[src/rtl/divclk_pkg.sv]
// Shared types and defaults for the divided-clock receive path.
// Optional period checking is enabled by defining DIVCLK_PERIOD_CHECK_EN.
package divclk_pkg;

  typedef enum logic [1:0] {
    ST_ACQUIRE = 2'd0,
    ST_LOCKED  = 2'd1,
    ST_LOST    = 2'd2
  } divclk_state_e;

  localparam int unsigned DefSyncStages = 2;
  localparam int unsigned DefCntW       = 16;
  localparam int unsigned DefTimeout    = 1000;
  localparam int unsigned DefLockCount  = 4;
  localparam int unsigned DefTol        = 1;

  // Saturation value of a default-width period/idle counter.
  localparam logic [DefCntW-1:0] DefCntMax = {DefCntW{1'b1}};

endpackage

[src/rtl/sync_edge_detect.sv]
// Multi-flop synchronizer plus history flop with registered rise/fall ticks.
// The *_pre_o outputs are the unregistered edge flags, one cycle ahead of the ticks.
module sync_edge_detect #(
  parameter int unsigned SYNC_STAGES = 2
) (
  input  logic clk_in,
  input  logic rst,
  input  logic async_i,
  output logic rise_pre_o,
  output logic fall_pre_o,
  output logic rise_o,
  output logic fall_o
);

  logic [SYNC_STAGES-1:0] sync_q, sync_d;
  logic                   hist_q, hist_d;
  logic                   rise_q, rise_d;
  logic                   fall_q, fall_d;
  logic                   sync_lvl;

  // Shift the async input through the synchronizer and detect edges vs. history.
  always_comb begin
    sync_d   = {sync_q[SYNC_STAGES-2:0], async_i};
    sync_lvl = sync_q[SYNC_STAGES-1];
    hist_d   = sync_lvl;
    rise_d   = sync_lvl & ~hist_q;
    fall_d   = ~sync_lvl & hist_q;
  end

  // Synchronizer, history and tick registers.
  always_ff @(posedge clk_in or posedge rst) begin
    if (rst) begin
      sync_q <= '0;
      hist_q <= 1'b0;
      rise_q <= 1'b0;
      fall_q <= 1'b0;
    end else begin
      sync_q <= sync_d;
      hist_q <= hist_d;
      rise_q <= rise_d;
      fall_q <= fall_d;
    end
  end

  assign rise_pre_o = rise_d;
  assign fall_pre_o = fall_d;
  assign rise_o     = rise_q;
  assign fall_o     = fall_q;

endmodule

[src/rtl/divclk_tick_rx.sv]
// Divided-clock receiver: edge ticks, loss detection and (optionally) period lock.
// Define DIVCLK_PERIOD_CHECK_EN to build the period measurement and lock logic.
module divclk_tick_rx
  import divclk_pkg::*;
#(
  parameter int unsigned SYNC_STAGES = DefSyncStages,
  parameter int unsigned CNT_W       = DefCntW,
  parameter int unsigned TIMEOUT     = DefTimeout,
  parameter int unsigned LOCK_COUNT  = DefLockCount,
  parameter int unsigned TOL         = DefTol
) (
  input  logic             clk_in,
  input  logic             rst,
  input  logic             divided_clk,
  output logic             rise_tick,
  output logic             fall_tick,
  output logic [CNT_W-1:0] period,
  output logic             period_valid,
  output logic             locked,
  output logic             clk_lost
);

  if (SYNC_STAGES < 2 || LOCK_COUNT == 0 || TOL >= TIMEOUT) begin : g_bad_cfg
    $error("divclk_tick_rx: invalid parameter set");
  end

  localparam logic [CNT_W-1:0] CntMax     = {CNT_W{1'b1}};
  localparam logic [CNT_W-1:0] TimeoutVal = CNT_W'(TIMEOUT);

  logic          rise_pre, fall_pre, any_pre, timeout;
  logic [CNT_W-1:0] idle_q, idle_d, idle_inc;
  divclk_state_e state_q, state_d;

  sync_edge_detect #(
    .SYNC_STAGES(SYNC_STAGES)
  ) u_sync (
    .clk_in    (clk_in),
    .rst       (rst),
    .async_i   (divided_clk),
    .rise_pre_o(rise_pre),
    .fall_pre_o(fall_pre),
    .rise_o    (rise_tick),
    .fall_o    (fall_tick)
  );

  // Idle counter reads 0 in a tick cycle; any edge beats a coincident timeout.
  always_comb begin
    any_pre  = rise_pre | fall_pre;
    idle_inc = (idle_q == TimeoutVal) ? idle_q : idle_q + CNT_W'(1);
    idle_d   = any_pre ? '0 : idle_inc;
    timeout  = ~any_pre & (idle_inc == TimeoutVal);
  end

`ifdef DIVCLK_PERIOD_CHECK_EN
  localparam int unsigned      MatchW   = $clog2(LOCK_COUNT + 1);
  localparam logic [MatchW-1:0] LockVal = MatchW'(LOCK_COUNT);
  localparam logic [CNT_W-1:0]  TolVal  = CNT_W'(TOL);

  logic [CNT_W-1:0]  per_cnt_q, per_cnt_d, meas, diff;
  logic [CNT_W-1:0]  prev_q, prev_d, period_q, period_d;
  logic [MatchW-1:0] match_q, match_d, match_inc;
  logic              armed_q, armed_d, have_prev_q, have_prev_d, pv_q, pv_d, in_tol;

  // Period measurement, tolerance match and ACQUIRE/LOCKED/LOST sequencing.
  always_comb begin
    state_d     = state_q;
    armed_d     = armed_q;
    have_prev_d = have_prev_q;
    prev_d      = prev_q;
    match_d     = match_q;
    period_d    = period_q;
    pv_d        = 1'b0;
    // meas is the rise-to-rise distance that this rise closes.
    meas        = (per_cnt_q == CntMax) ? per_cnt_q : per_cnt_q + CNT_W'(1);
    per_cnt_d   = rise_pre ? '0 : meas;
    diff        = (meas >= prev_q) ? meas - prev_q : prev_q - meas;
    in_tol      = have_prev_q & (meas != CntMax) & (prev_q != CntMax) & (diff <= TolVal);
    match_inc   = match_q + MatchW'(1);
    if (timeout) begin
      state_d     = ST_LOST;
      armed_d     = 1'b0;
      have_prev_d = 1'b0;
      match_d     = '0;
    end else if (rise_pre) begin
      if (state_q == ST_LOST || !armed_q) begin
        // First rise only starts the period counter.
        state_d     = ST_ACQUIRE;
        armed_d     = 1'b1;
        have_prev_d = 1'b0;
        match_d     = '0;
      end else begin
        pv_d        = 1'b1;
        period_d    = meas;
        prev_d      = meas;
        have_prev_d = 1'b1;
        if (!in_tol) begin
          state_d = ST_ACQUIRE;
          match_d = '0;
        end else if (state_q == ST_ACQUIRE) begin
          match_d = match_inc;
          if (match_inc == LockVal) state_d = ST_LOCKED;
        end
      end
    end
  end

  // Period-check state.
  always_ff @(posedge clk_in or posedge rst) begin
    if (rst) begin
      per_cnt_q   <= '0;
      prev_q      <= '0;
      period_q    <= '0;
      match_q     <= '0;
      armed_q     <= 1'b0;
      have_prev_q <= 1'b0;
      pv_q        <= 1'b0;
    end else begin
      per_cnt_q   <= per_cnt_d;
      prev_q      <= prev_d;
      period_q    <= period_d;
      match_q     <= match_d;
      armed_q     <= armed_d;
      have_prev_q <= have_prev_d;
      pv_q        <= pv_d;
    end
  end

  assign period       = period_q;
  assign period_valid = pv_q;
  assign locked       = (state_q == ST_LOCKED);
`else
  // Reduced FSM: only loss detection and recovery on the next rise.
  always_comb begin
    state_d = state_q;
    if (timeout) begin
      state_d = ST_LOST;
    end else if (rise_pre) begin
      state_d = ST_ACQUIRE;
    end
  end

  assign period       = '0;
  assign period_valid = 1'b0;
  assign locked       = 1'b0;
`endif

  // FSM and idle counter registers.
  always_ff @(posedge clk_in or posedge rst) begin
    if (rst) begin
      state_q <= ST_ACQUIRE;
      idle_q  <= '0;
    end else begin
      state_q <= state_d;
      idle_q  <= idle_d;
    end
  end

  assign clk_lost = (state_q == ST_LOST);

endmodule
[config.mk]
export PLATFORM = sky130hd
export DESIGN_NAME = divclk_tick_rx
export DESIGN_NICKNAME = d
export VERILOG_FILES = /design/src/rtl/divclk_pkg.sv /design/src/rtl/sync_edge_detect.sv /design/src/rtl/divclk_tick_rx.sv
export SDC_FILE = /design/constraint.sdc
export NUM_CORES = 1
export LEC_CHECK = 0
export BUFFER_PORTS_ARGS = -buffer_cell sky130_fd_sc_hd__buf_2
export CAP_MARGIN = 20
export CORE_UTILIZATION = 55
export DETAILED_ROUTE_END_ITERATION = 8
export PLACE_DENSITY = 0.78
export SLEW_MARGIN = 20
export SYNTH_ARGS = -nofsm -noshare
export SYNTH_HDL_FRONTEND = slang
export SYNTH_HIERARCHICAL = 1
export SYNTH_SLANG_ARGS = --single-unit
[constraint.sdc]
create_clock -name clk_in -period 2.28 [get_ports clk_in]
set_input_delay 0.456 -clock clk_in [delete_from_list [all_inputs] [get_ports clk_in]]
set_output_delay 0.456 -clock clk_in [all_outputs]
set_load 0.02 [all_outputs]
==> metrics.txt, run 1 <==
Switching Power=0.000220 W; post-detailed-route wirelength per cell=13.2 um; sinks on the clock net=22; Cell Count, Final, Fillers Out=178; Inst Count DP=174; multi-input gate area in the final layout=721 sq um; Core Region=0.00245 sq mm; TritonCTS clock tree=done; Vert. Die Dim=52.8 um; Switching Share=0.264; Yosys warnings=6; number of global-route vias before repair=857; post-route ant nets=0; setup skew after layout=0.0221 ns; Pint=0.000613 W; number of distinct standard cells referenced by the synthesized netlist=44; sequential standard cell area=551 sq um; worst voltage drop across the vdd grid=0.511 mV; leakage power total=0.623 nW; syn avg cell area=9.54 sq um; antenna violations before repair=0; Remaining Overflow, GRT=0; Clk network pwr share=0.360; crit start category=register; average vias per placed instance=5.26; most numerous cell in the Yosys netlist=sky130_fd_sc_hd__dfrtp_1; num rows=18; final weighted congestion of routability-driven global placement=0.815; largest area contributor in the synthesized netlist=sky130_fd_sc_hd__dfrtp_1; met3 Usage GRT=0.0522; number of H-tree levels=1; nets@finish=154; fraction of the yosys area taken by sequential cells=0.387; worst reg2reg path startpoint=idle_q[0]; number of flip-flops and latches in the synthesized netlist=22; async set-reset flop share out of synthesis=1.00; CTS Buf Count=3; number of buffers inserted by port buffering=5; number of DRC violations after detailed routing=0; pin count of the biggest net entering global routing=18; DRT Pass-1 Iters=4; Post-synth top flop=sky130_fd_sc_hd__dfrtp_1; Critical Path AT=2.32 ns; biggest area contributors in the synthesized netlist=sky130_fd_sc_hd__dfrtp_1 (39%), sky130_fd_sc_hd__buf_4 (10%), sky130_fd_sc_hd__xnor2_1 (4.9%), sky130_fd_sc_hd__xor2_1 (4.3%), sky130_fd_sc_hd__nor2_1 (4.2%); post-DP HPWL=1.68 mm; # hold bufs at CTS=0; first-pass GRT wire length=4.00 mm; Die Span X=52.8 um; Tmin final=2.08 ns; Mapped Cells=149; number of enable-type register cells in the synthesized netlist=0; share of total power in sequential cells=0.509; flop-to-flop setup slack=0.20 ns; destination of the worst register-to-register timing path=state_q[1]; final setup vio count=0; Worst path max stage delay=0.52 ns; relative area change from synthesis to final layout=-0.617%; post-CTS setup repair buffer count=0; clock-pin slew of the registers on the worst-case setup and hold paths=0.14 ns; worst path required time=2.52 ns; number of max-capacitance violations reported=0; worst hold-check path type=input pin to async pin; die area=0.00279 sq mm; DR iter-0 viols=16; critical path type=register to register; fraction of final layout cells sized beyond drive strength 1=0.169; sum of negative setup slack=0 ns; unrepaired setup endpoints after global routing=no; portion of total power attributed to combinational logic=0.131; critical path cell sequence=ha_2 -> inv_1 -> nor3_1 -> mux2i_1 -> nand4_1 -> o41ai_2; met1 Usage GRT=0.281; outcome=complete, no violations; pwr dens=590 mW/mm^2; peak fanout along the critical path=9; Tightest Pin Transition=0.660 ns; most used routing layer in global routing=met2; number of diodes added for antenna fixing=0; portion of the clock cycle consumed by the worst path in the final layout=0.911; GR Util All Layers=0.200; number of slew-limit violations in the final report=0; post-CTS resize count=0; fraction of met2 tracks used by global routing=0.302; headroom to the max-slew limit=0.560; most used standard cells in the synthesized netlist=sky130_fd_sc_hd__dfrtp_1 (22), sky130_fd_sc_hd__buf_4 (19), sky130_fd_sc_hd__nor2_1 (16); top-area cell type share of the netlist area=0.387; count of final hold-check violations=0; I/O pin cnt=24; deepest clock path buffer count=2; vias post-DR=937; clock root buffer=sky130_fd_sc_hd__clkbuf_4; maximum clock frequency=482 MHz; summed instance area of the synthesized netlist=0.00142 sq mm; count of filler cells inserted in the layout=225; Critical Path Slowest Stage Cell=sky130_fd_sc_hd__dfrtp_1; Detailed Route WL=2.34 mm; initial core utilization=0.579; kind of end point of the critical path=register; clock insertion delay at the later pin of the skew report=0.32 ns; count of cells along the worst register-to-register path=6
cell families (layout without fill, tap and decap cells):
kind of cell | count (synthesis) | count (layout) | synth area share
flops | 22 | 22 | 0.387
compound gates | 12 | 12 | 0.0643
fa+ha+maj | 2 | 2 | 0.0176
xor+xnor | 15 | 15 | 0.0924
simple gates | 61 | 61 | 0.261
mux | 2 | 2 | 0.0229
buf+inv | 34 | 16 | 0.152
other cells | 1 | 18 | 0.00264
power groups by stage:
| stage | clock network, W | logic (W) | registers [W] |
|---|---|---|---|
| 2_1_floorplan | 0 | 0.000123 | 0.000424 |
| 5_1_grt | 0.000326 | 0.000122 | 0.000426 |
| 3_3_place_gp | 0 | 0.000106 | 0.000429 |
| 4_1_cts | 0.000304 | 0.000108 | 0.000423 |
| 3_5_place_dp | 0 | 0.000107 | 0.000430 |
| 6_report | 0.000300 | 0.000109 | 0.000424 |
critical path, delay by kind of cell, from the launching register on:
kind / cells / cell delay, ns
flops: 1 / 0.52
simple gates: 2 / 0.50
fa+ha+maj: 1 / 0.35
compound gates: 1 / 0.30
mux: 1 / 0.23
buf+inv: 1 / 0.11
sequential cells by signal, indices dropped and copies added (netlist names):
name,count
u_sync/sync_q,2
u_sync/hist_q,1
u_sync/rise_o,1
state_q,1
idle_q,16
u_sync/fall_o,1
metrics by stage:
| step | setup WS, ns | utilization | power [W] | hold WS (ns) | area, sq um |
|---|---|---|---|---|---|
| floorplan | 0.326 | - | 0.000547 | 0.235 | 1490 |
| detailed placement | 0.163 | 0.553 | 0.000538 | 0.335 | 1360 |
| CTS | 0.155 | 0.574 | 0.000836 | 0.0214 | 1410 |
| global route | 0.0887 | 0.575 | 0.000875 | 0.0159 | 1410 |
| finish | 0.204 | 0.575 | 0.000833 | 0.0131 | 1410 |
| global placement | 0.313 | 0.553 | 0.000535 | 0.335 | 1360 |
area by class of cell:
cell class	count	area share
Timing Repair Buffer	5	0.0177
Multi-Input combinational cell	110	0.510
Clock inverter	1	0.0213
Inverter	7	0.0186
Tap cell	30	0.0266
Clock buffer	3	0.0159
Sequential cell	22	0.390
worst max-delay path by stage:
stage	start	endpoint	slack, ns	cells past startpoint
2_1_floorplan	idle_q[0]	state_q[1]	0.33	7
3_3_place_gp	idle_q[0]	state_q[1]	0.31	6
3_5_place_dp	idle_q[0]	state_q[1]	0.16	6
4_1_cts	idle_q[0]	state_q[1]	0.15	6
5_1_grt	idle_q[0]	state_q[1]	0.09	6
6_report	idle_q[0]	state_q[1]	0.20	6
cells in the final DEF, fill, tap and decap left out, types with 2 or more instances in the layout:
| cell type | instances |
|---|---|
| sky130_fd_sc_hd__xor2_1 | 7 |
| sky130_fd_sc_hd__inv_1 | 7 |
| sky130_fd_sc_hd__and4_1 | 2 |
| sky130_fd_sc_hd__xnor2_1 | 8 |
| sky130_fd_sc_hd__nor4_1 | 2 |
| sky130_fd_sc_hd__nand3b_1 | 3 |
| sky130_fd_sc_hd__conb_1 | 18 |
| sky130_fd_sc_hd__nand4b_1 | 2 |
| sky130_fd_sc_hd__nand3_1 | 5 |
| sky130_fd_sc_hd__nand2_1 | 5 |
| sky130_fd_sc_hd__or2_2 | 2 |
| sky130_fd_sc_hd__buf_2 | 5 |
| sky130_fd_sc_hd__a211oi_1 | 2 |
| sky130_fd_sc_hd__nor3_1 | 3 |
| sky130_fd_sc_hd__a31oi_1 | 2 |
| sky130_fd_sc_hd__nor2_1 | 16 |
| sky130_fd_sc_hd__a21oi_1 | 3 |
| sky130_fd_sc_hd__clkbuf_4 | 3 |
| sky130_fd_sc_hd__dfrtp_1 | 22 |
| sky130_fd_sc_hd__nand4_1 | 5 |
| sky130_fd_sc_hd__nor2b_1 | 2 |
| sky130_fd_sc_hd__and3_1 | 2 |
metal layers:
| metal | wire (um) | part of all wire |
|---|---|---|
| met5 | 0 | 0 |
| met4 | 20 | 0.0085 |
| met3 | 69 | 0.029 |
| met2 | 1080 | 0.46 |
| met1 | 1170 | 0.50 |
No activity file was read; power rests on OpenSTA's default activity.
==> inputs of run 2 (changes only) <==
==> constraint.sdc (replaced) <==
create_clock -name clk_in -period 2 [get_ports clk_in]
set_input_delay 0.4 -clock clk_in [delete_from_list [all_inputs] [get_ports clk_in]]
set_output_delay 0.4 -clock clk_in [all_outputs]
set_load 0.02 [all_outputs]
==> run 2 against run 1 <==
Non-clock buffer count rose by 8. Wire length is 11% higher. Clock power decreased by 34%. Hold slack improved by 0.17 ns. Sequential share of layout area is 1.0 points lower. Critical path depth increased by 1. Clock skew fell by 0.013 ns. Sequential cell count unchanged. Critical endpoint unchanged. Utilization grew 2.1 points. Via count grew 10%. Sequential power is 14% higher. Combinational power rose by 40%.
==> metrics.txt, run 2 (synthesis gave the netlist of run 1 again) <==
portion of the clock cycle consumed by the worst path in the final layout=0.938 (was 0.911); maximum clock frequency=533 MHz (was 482 MHz); post-route ant nets=0 (unchanged); number of slew-limit violations in the final report=0 (unchanged); critical path cell sequence=ha_2 -> buf_4 -> and3b_2 -> nand3b_1 -> a211oi_1 -> a31oi_1 -> o41ai_2 (was ha_2 -> inv_1 -> nor3_1 -> mux2i_1 -> nand4_1 -> o41ai_2); count of cells along the worst register-to-register path=7 (was 6); clock root buffer=sky130_fd_sc_hd__clkbuf_4 (unchanged); clock insertion delay at the later pin of the skew report=0.31 ns (was 0.32 ns); clock-pin slew of the registers on the worst-case setup and hold paths=0.12 ns (was 0.14 ns); sum of negative setup slack=0 ns (unchanged); share of total power in sequential cells=0.579 (was 0.509); area of all placed cells without fillers=0.00146 sq mm (was 0.00141 sq mm); deepest clock path buffer count=2 (unchanged); nets@finish=162 (was 154); outcome=complete, no violations (unchanged); initial core utilization=0.579 (unchanged); count of final hold-check violations=0 (unchanged); final weighted congestion of routability-driven global placement=0.904 (was 0.815); kind of end point of the critical path=register (unchanged); pwr dens=570 mW/mm^2 (was 590 mW/mm^2); max reg flops=16 (unchanged); Switching Power=0.000250 W (was 0.000220 W); Tightest Pin Transition=0.669 ns (was 0.660 ns); post-detailed-route wirelength per cell=14.1 um (was 13.2 um); CTS Buf Count=3 (unchanged); Detailed Route WL=2.61 mm (was 2.34 mm); crit start category=register (unchanged); worst reg2reg path startpoint=idle_q[0] (unchanged); number of DRC violations after detailed routing=0 (unchanged); worst path required time=2.21 ns (was 2.52 ns); number of H-tree levels=1 (unchanged); TritonCTS clock tree=done (unchanged); critical path type=register to register (unchanged); relative area change from synthesis to final layout=2.99% (was -0.617%); total placed instance area=0.00139 sq mm (was 0.00136 sq mm); Die Span X=52.8 um (unchanged); post-DP HPWL=1.84 mm (was 1.68 mm); destination of the worst register-to-register timing path=state_q[1] (unchanged); Critical Path AT=2.09 ns (was 2.32 ns); peak fanout along the critical path=5 (was 9); number of global-route vias before repair=922 (was 857); flop-to-flop setup slack=0.12 ns (was 0.20 ns); Inst Count DP=178 (was 174); number of max-capacitance violations reported=0 (unchanged); first-pass GRT wire length=4.40 mm (was 4.00 mm); pin count of the biggest net entering global routing=18 (unchanged); startpoint of the most critical hold path=divided_clk; Vert. Die Dim=52.8 um (unchanged); sinks on the clock net=22 (unchanged); Critical Path Slowest Stage Cell=sky130_fd_sc_hd__dfrtp_2 (was sky130_fd_sc_hd__dfrtp_1); Tmin final=1.88 ns (was 2.08 ns); final setup vio count=0 (unchanged); commonest cells after routing, fill and taps aside=sky130_fd_sc_hd__conb_1 (18), sky130_fd_sc_hd__dfrtp_1 (18), sky130_fd_sc_hd__nor2_1 (16) (was sky130_fd_sc_hd__dfrtp_1 (22), sky130_fd_sc_hd__conb_1 (18), sky130_fd_sc_hd__nor2_1 (16)); fraction of final layout cells sized beyond drive strength 1=0.232 (was 0.169); Top Registers=idle_q: 16 flops, u_sync/sync_q: 2 flops (unchanged); Cell Count, Final, Fillers Out=185 (was 178); DR iter-0 viols=29 (was 16); gate family responsible for the most delay along the worst path=compound AO/OA/AOI/OAI gates (was flip-flops); die area=0.00279 sq mm (unchanged); Remaining Overflow, GRT=0 (unchanged); Worst path max stage delay=0.45 ns (was 0.52 ns); unrepaired setup endpoints after global routing=no (unchanged); portion of total power attributed to combinational logic=0.183 (was 0.131); Power, Total=0.000834 W (was 0.000833 W); hold worst-path end=u_sync/sync_q[0]; DRT Pass-1 Iters=4 (unchanged); number of buffers inserted by port buffering=5 (unchanged); Core Region=0.00245 sq mm (unchanged); Clk network pwr share=0.238 (was 0.360); GR Util All Layers=0.223 (was 0.200); Pint=0.000584 W (was 0.000613 W); setup skew after layout=0.00885 ns (was 0.0221 ns); Worst Hold Path Cells=1; worst path bufs/invs=1 (unchanged); worst hold-check path type=input pin to register (was input pin to async pin); number of diodes added for antenna fixing=0 (unchanged); worst voltage drop across the vdd grid=0.379 mV (was 0.511 mV); headroom to the max-slew limit=0.554 (was 0.560); Switching Share=0.300 (was 0.264); I/O pin cnt=24 (unchanged); leakage power total=0.659 nW (was 0.623 nW); Most flops, register=idle_q (unchanged); vias post-DR=1033 (was 937); average vias per placed instance=5.58 (was 5.26); num rows=18 (unchanged); antenna violations before repair=0 (unchanged)
-- run 2: per-layer routing --
metal,part of all wire,track usage
met1,0.47,0.301
met2,0.49,0.365
met3,0.033,0.0522
met4,0,0.0395
met5,0,0
-- run 2: worst reg2reg max path: stages, from the launching register on --
cell and delay (ns):
sky130_fd_sc_hd__dfrtp_2 0.45, sky130_fd_sc_hd__ha_2 0.22, sky130_fd_sc_hd__buf_4 0.15, sky130_fd_sc_hd__and3b_2 0.24, sky130_fd_sc_hd__nand3b_1 0.08, sky130_fd_sc_hd__a211oi_1 0.23, sky130_fd_sc_hd__a31oi_1 0.09, sky130_fd_sc_hd__o41ai_2 0.31
-- run 2: timing repair --
item | CTS | global route
buffers inserted | 0 | 3
hold buffers | 1 | 0
endpoints found under the setup margin | 0 | 2
hold endpoints to repair | 5 | 0
gates resized for setup | 0 | 7
-- run 2: cell type report --
cell class | instances | area, sq um
tap | 30 | 37.5
timing repair buffer | 13 | 87.6
fill | 218 | 991
clock buffer | 3 | 22.5
multi-input combinational | 110 | 734
sequential | 22 | 556
inverter | 7 | 26.3
-- run 2: worst max-delay path by stage --
stage,from,end,depth (start not counted)
global placement,idle_q[1],state_q[1],7
CTS,idle_q[0],state_q[1],7
finish,idle_q[0],state_q[1],7
global route,idle_q[0],state_q[1],8
detailed placement,idle_q[0],state_q[1],7
floorplan,idle_q[0],state_q[1],7
-- run 2: power by group through the flow --
| stage | Sequential, W | Combinational (W) | Clock, W |
|---|---|---|---|
| 5_1_grt | 0.000484 | 0.000168 | 0.000228 |
| 6_report | 0.000483 | 0.000153 | 0.000199 |
| 3_3_place_gp | 0.000489 | 0.000126 | 0 |
| 2_1_floorplan | 0.000483 | 0.000140 | 0 |
| 3_5_place_dp | 0.000492 | 0.000129 | 0 |
| 4_1_cts | 0.000484 | 0.000131 | 0.000211 |
-- run 2: per-stage QoR --
step | worst slack [ns] | utilization | hold slack [ns]
2_1_floorplan | 0.0464 | - | 0.179
3_5_place_dp | 0.0833 | 0.565 | 0.323
3_3_place_gp | 0.121 | 0.565 | 0.302
5_1_grt | 0.00325 | 0.596 | 0.169
4_1_cts | 0.0702 | 0.578 | 0.178
6_report | 0.124 | 0.596 | 0.185
==> inputs of run 3 (changes only) <==
--- a/config.mk
+++ b/config.mk
@@ -13,5 +13,4 @@
 export SLEW_MARGIN = 20
 export SYNTH_ARGS = -nofsm -noshare
 export SYNTH_HDL_FRONTEND = slang
-export SYNTH_HIERARCHICAL = 1
 export SYNTH_SLANG_ARGS = --single-unit
==> run 3 against run 2 <==
Combinational power grew 7%. Register-to-register slack worse by 0.07 ns. Clock skew grew 0.0074 ns. Sequential cell count unchanged.
==> metrics.txt, run 3 <==
outcome=complete, no violations (unchanged); GR Util All Layers=0.206 (was 0.223); Most flops, register=idle_q (unchanged); biggest area contributors in the synthesized netlist=sky130_fd_sc_hd__dfrtp_1 (38%), sky130_fd_sc_hd__buf_4 (9.3%), sky130_fd_sc_hd__and2_1 (6.0%), sky130_fd_sc_hd__xnor2_1 (4.8%), sky130_fd_sc_hd__xor2_1 (3.6%) (was sky130_fd_sc_hd__dfrtp_1 (39%), sky130_fd_sc_hd__buf_4 (10%), sky130_fd_sc_hd__xnor2_1 (4.9%), sky130_fd_sc_hd__xor2_1 (4.3%), sky130_fd_sc_hd__nor2_1 (4.2%)); antenna violations before repair=0 (unchanged); relative area change from synthesis to final layout=8.67% (was 2.99%); peak fanout along the critical path=4 (was 5); vias post-DR=1034 (was 1033); count of final hold-check violations=0 (unchanged); unrepaired setup endpoints after global routing=no (unchanged); number of enable-type register cells in the synthesized netlist=0 (unchanged); TritonCTS clock tree=done (unchanged); fin util=0.634 (was 0.596); kind of end point of the critical path=register (unchanged); CTS Buf Count=3 (unchanged); count of cells along the worst register-to-register path=6 (was 7); portion of the clock cycle consumed by the worst path in the final layout=0.975 (was 0.938); sum of negative setup slack=0 ns (unchanged); number of DRC violations after detailed routing=0 (unchanged); worst voltage drop across the vdd grid=0.700 mV (was 0.379 mV); Die Span X=53.5 um (was 52.8 um); number of diodes added for antenna fixing=0 (unchanged); crit start category=register (unchanged); summed instance area of the synthesized netlist=0.00146 sq mm (was 0.00142 sq mm); nets@finish=175 (was 162); most numerous cell in the Yosys netlist=sky130_fd_sc_hd__dfrtp_1 (unchanged); async set-reset flop share out of synthesis=1.00 (unchanged); average vias per placed instance=5.25 (was 5.58); number of max-capacitance violations reported=0 (unchanged); syn avg cell area=9.65 sq um (was 9.54 sq um); critical path type=register to register (unchanged); I/O pin cnt=24 (unchanged); Critical Path Slowest Stage Cell=sky130_fd_sc_hd__nor3_1 (was sky130_fd_sc_hd__dfrtp_2); Mapped Cells=151 (was 149); fraction of final layout cells sized beyond drive strength 1=0.192 (was 0.232); worst reg2reg path startpoint=idle_q[1] (was idle_q[0]); count of filler cells inserted in the layout=206 (was 218); destination of the worst register-to-register timing path=state_q[1] (unchanged); number of global-route vias before repair=959 (was 922); maximum clock frequency=513 MHz (was 533 MHz); top-area cell type share of the netlist area=0.378 (was 0.387); DR iter-0 viols=38 (was 29); Critical Path AT=2.20 ns (was 2.09 ns); critical path cell sequence=ha_1 -> nand3_1 -> nor3_1 -> mux2i_1 -> nand3_1 -> o31ai_2 (was ha_2 -> buf_4 -> and3b_2 -> nand3b_1 -> a211oi_1 -> a31oi_1 -> o41ai_2); worst path bufs/invs=0 (was 1); clock-pin slew of the registers on the worst-case setup and hold paths=0.13 ns (was 0.12 ns); first-pass GRT wire length=4.10 mm (was 4.40 mm); total placed instance area=0.00150 sq mm (was 0.00139 sq mm); largest area contributor in the synthesized netlist=sky130_fd_sc_hd__dfrtp_1 (unchanged); fraction of the yosys area taken by sequential cells=0.378 (was 0.387); post-DP HPWL=2.03 mm (was 1.84 mm); Vert. Die Dim=53.5 um (was 52.8 um); setup skew after layout=0.0163 ns (was 0.00885 ns); post-route ant nets=0 (unchanged); Post-synth top flop=sky130_fd_sc_hd__dfrtp_1 (unchanged); post-detailed-route wirelength per cell=13.4 um (was 14.1 um); critical path's most frequent cell=sky130_fd_sc_hd__nand3_1; Tmin final=1.95 ns (was 1.88 ns); Worst path max stage delay=0.45 ns (about the same); sinks on the clock net=22 (unchanged); clock root buffer=sky130_fd_sc_hd__clkbuf_4 (unchanged); pwr dens=618 mW/mm^2 (was 570 mW/mm^2); number of buffers inserted by port buffering=5 (unchanged); initial core utilization=0.583 (was 0.579); Detailed Route WL=2.65 mm (was 2.61 mm); number of distinct standard cells referenced by the synthesized netlist=44 (unchanged); Yosys warnings=0 (was 6); die area=0.00286 sq mm (was 0.00279 sq mm); number of slew-limit violations in the final report=0 (unchanged); Core Region=0.00250 sq mm (was 0.00245 sq mm); leakage power total=0.742 nW (was 0.659 nW); worst path required time=2.24 ns (was 2.21 ns); max reg flops=16 (unchanged); worst hold-check path type=input pin to async pin (was input pin to register); final weighted congestion of routability-driven global placement=0.872 (was 0.904); number of flip-flops and latches in the synthesized netlist=22 (unchanged); Top Registers=idle_q: 16 flops, u_sync.sync_q: 2 flops (was idle_q: 16 flops, u_sync/sync_q: 2 flops); area of all placed cells without fillers=0.00158 sq mm (was 0.00146 sq mm); pin count of the biggest net entering global routing=17 (was 18); commonest cells after routing, fill and taps aside=sky130_fd_sc_hd__dfrtp_1 (22), sky130_fd_sc_hd__conb_1 (18), sky130_fd_sc_hd__and2_1 (14) (was sky130_fd_sc_hd__conb_1 (18), sky130_fd_sc_hd__dfrtp_1 (18), sky130_fd_sc_hd__nor2_1 (16)); clock insertion delay at the later pin of the skew report=0.32 ns (was 0.31 ns); flop-to-flop setup slack=0.05 ns (was 0.12 ns); num rows=18 (unchanged); number of H-tree levels=1 (unchanged); final setup vio count=0 (unchanged); deepest clock path buffer count=2 (unchanged); most used standard cells in the synthesized netlist=sky130_fd_sc_hd__dfrtp_1 (22), sky130_fd_sc_hd__buf_4 (18), sky130_fd_sc_hd__and2_1 (14) (was sky130_fd_sc_hd__dfrtp_1 (22), sky130_fd_sc_hd__buf_4 (19), sky130_fd_sc_hd__nor2_1 (16)); most common cell after layout, fill and taps aside=sky130_fd_sc_hd__dfrtp_1; gate family responsible for the most delay along the worst path=simple AND/OR/NAND/NOR gates (was compound AO/OA/AOI/OAI gates); DRT Pass-1 Iters=4 (unchanged); Remaining Overflow, GRT=0 (unchanged)
-- run 3: cell count changes after synthesis, moves of 3 or more --
| cell | change |
|---|---|
| sky130_fd_sc_hd__nand2b_1 | +3 |
| sky130_fd_sc_hd__nor2_1 | -9 |
| sky130_fd_sc_hd__nand3b_1 | -3 |
| sky130_fd_sc_hd__nand3_1 | +4 |
| sky130_fd_sc_hd__and2_1 | +14 |
-- run 3: how the worst max path moves through the flow --
stage          startpoint          to  slack, ns  cells after the start
3_3_place_gp    idle_q[0]  state_q[1]       0.09                      7
4_1_cts         idle_q[1]  state_q[1]       0.01                      7
2_1_floorplan   idle_q[0]  state_q[1]       0.01                      8
6_report        idle_q[1]  state_q[1]       0.05                      6
3_5_place_dp    idle_q[1]  state_q[1]       0.03                      7
5_1_grt         idle_q[0]  state_q[1]      0.002                      6
-- run 3: kinds of logic (layout without fill, tap and decap cells) --
group           Yosys count  after routing  synth area share
fa+ha+maj                 4              4            0.0343
mux                       2              2            0.0146
compound gates           15             15            0.0781
flops                    22             22             0.378
xor+xnor                 14             14            0.0841
buf+inv                  30             29             0.141
other cells               1             18           0.00257
simple gates             63             63             0.268
-- run 3: repair_timing --
action | in CTS | in global routing
hold buffers | 0 | 0
pin swaps | 0 | 2
hold endpoints to repair | 0 | 0
gates cloned | 0 | 0
endpoints found under the setup margin | 1 | 1
buffers inserted | 0 | 1
resized for setup | 1 | 2
-- run 3: stage by stage --
stage | hold WS (ns) | cells | worst slack (ns) | total power, W
floorplan | 0.331 | 168 | 0.0122 | 0.000621
global placement | 0.337 | 192 | 0.0881 | 0.000628
detailed placement | 0.338 | 192 | 0.0257 | 0.000635
CTS | 0.00786 | 196 | 0.0104 | 0.000977
global route | 0.00680 | 197 | 0.00226 | 0.00102
finish | 0.000128 | 197 | 0.0492 | 0.000979
-- run 3: per-layer routing --
layer | wire length, um | vias to the layer above | global-route usage
li1 | - | 507 | -
met1 | 1120 | 504 | 0.223
met2 | 1420 | 19 | 0.377
met3 | 90 | 4 | 0.0603
met4 | 20 | 0 | 0.0614
met5 | 0 | - | 0
-- run 3: cell type report --
cell class / instances / area, sq um / area share
sequential: 22 / 551 / 0.348
multi-input combinational: 116 / 795 / 0.502
clock inverter: 1 / 30.0 / 0.0190
timing repair buffer: 18 / 123 / 0.0774
tap: 30 / 37.5 / 0.0237
clock buffer: 3 / 22.5 / 0.0142
inverter: 7 / 26.3 / 0.0166
-- run 3: where the power goes --
| group | switching, W | internal [W] | total [W] |
|---|---|---|---|
| combinational | 0.000101 | 0.0000630 | 0.000164 |
| sequential | 0.0000153 | 0.000459 | 0.000474 |
| clock | 0.000137 | 0.000203 | 0.000340 |
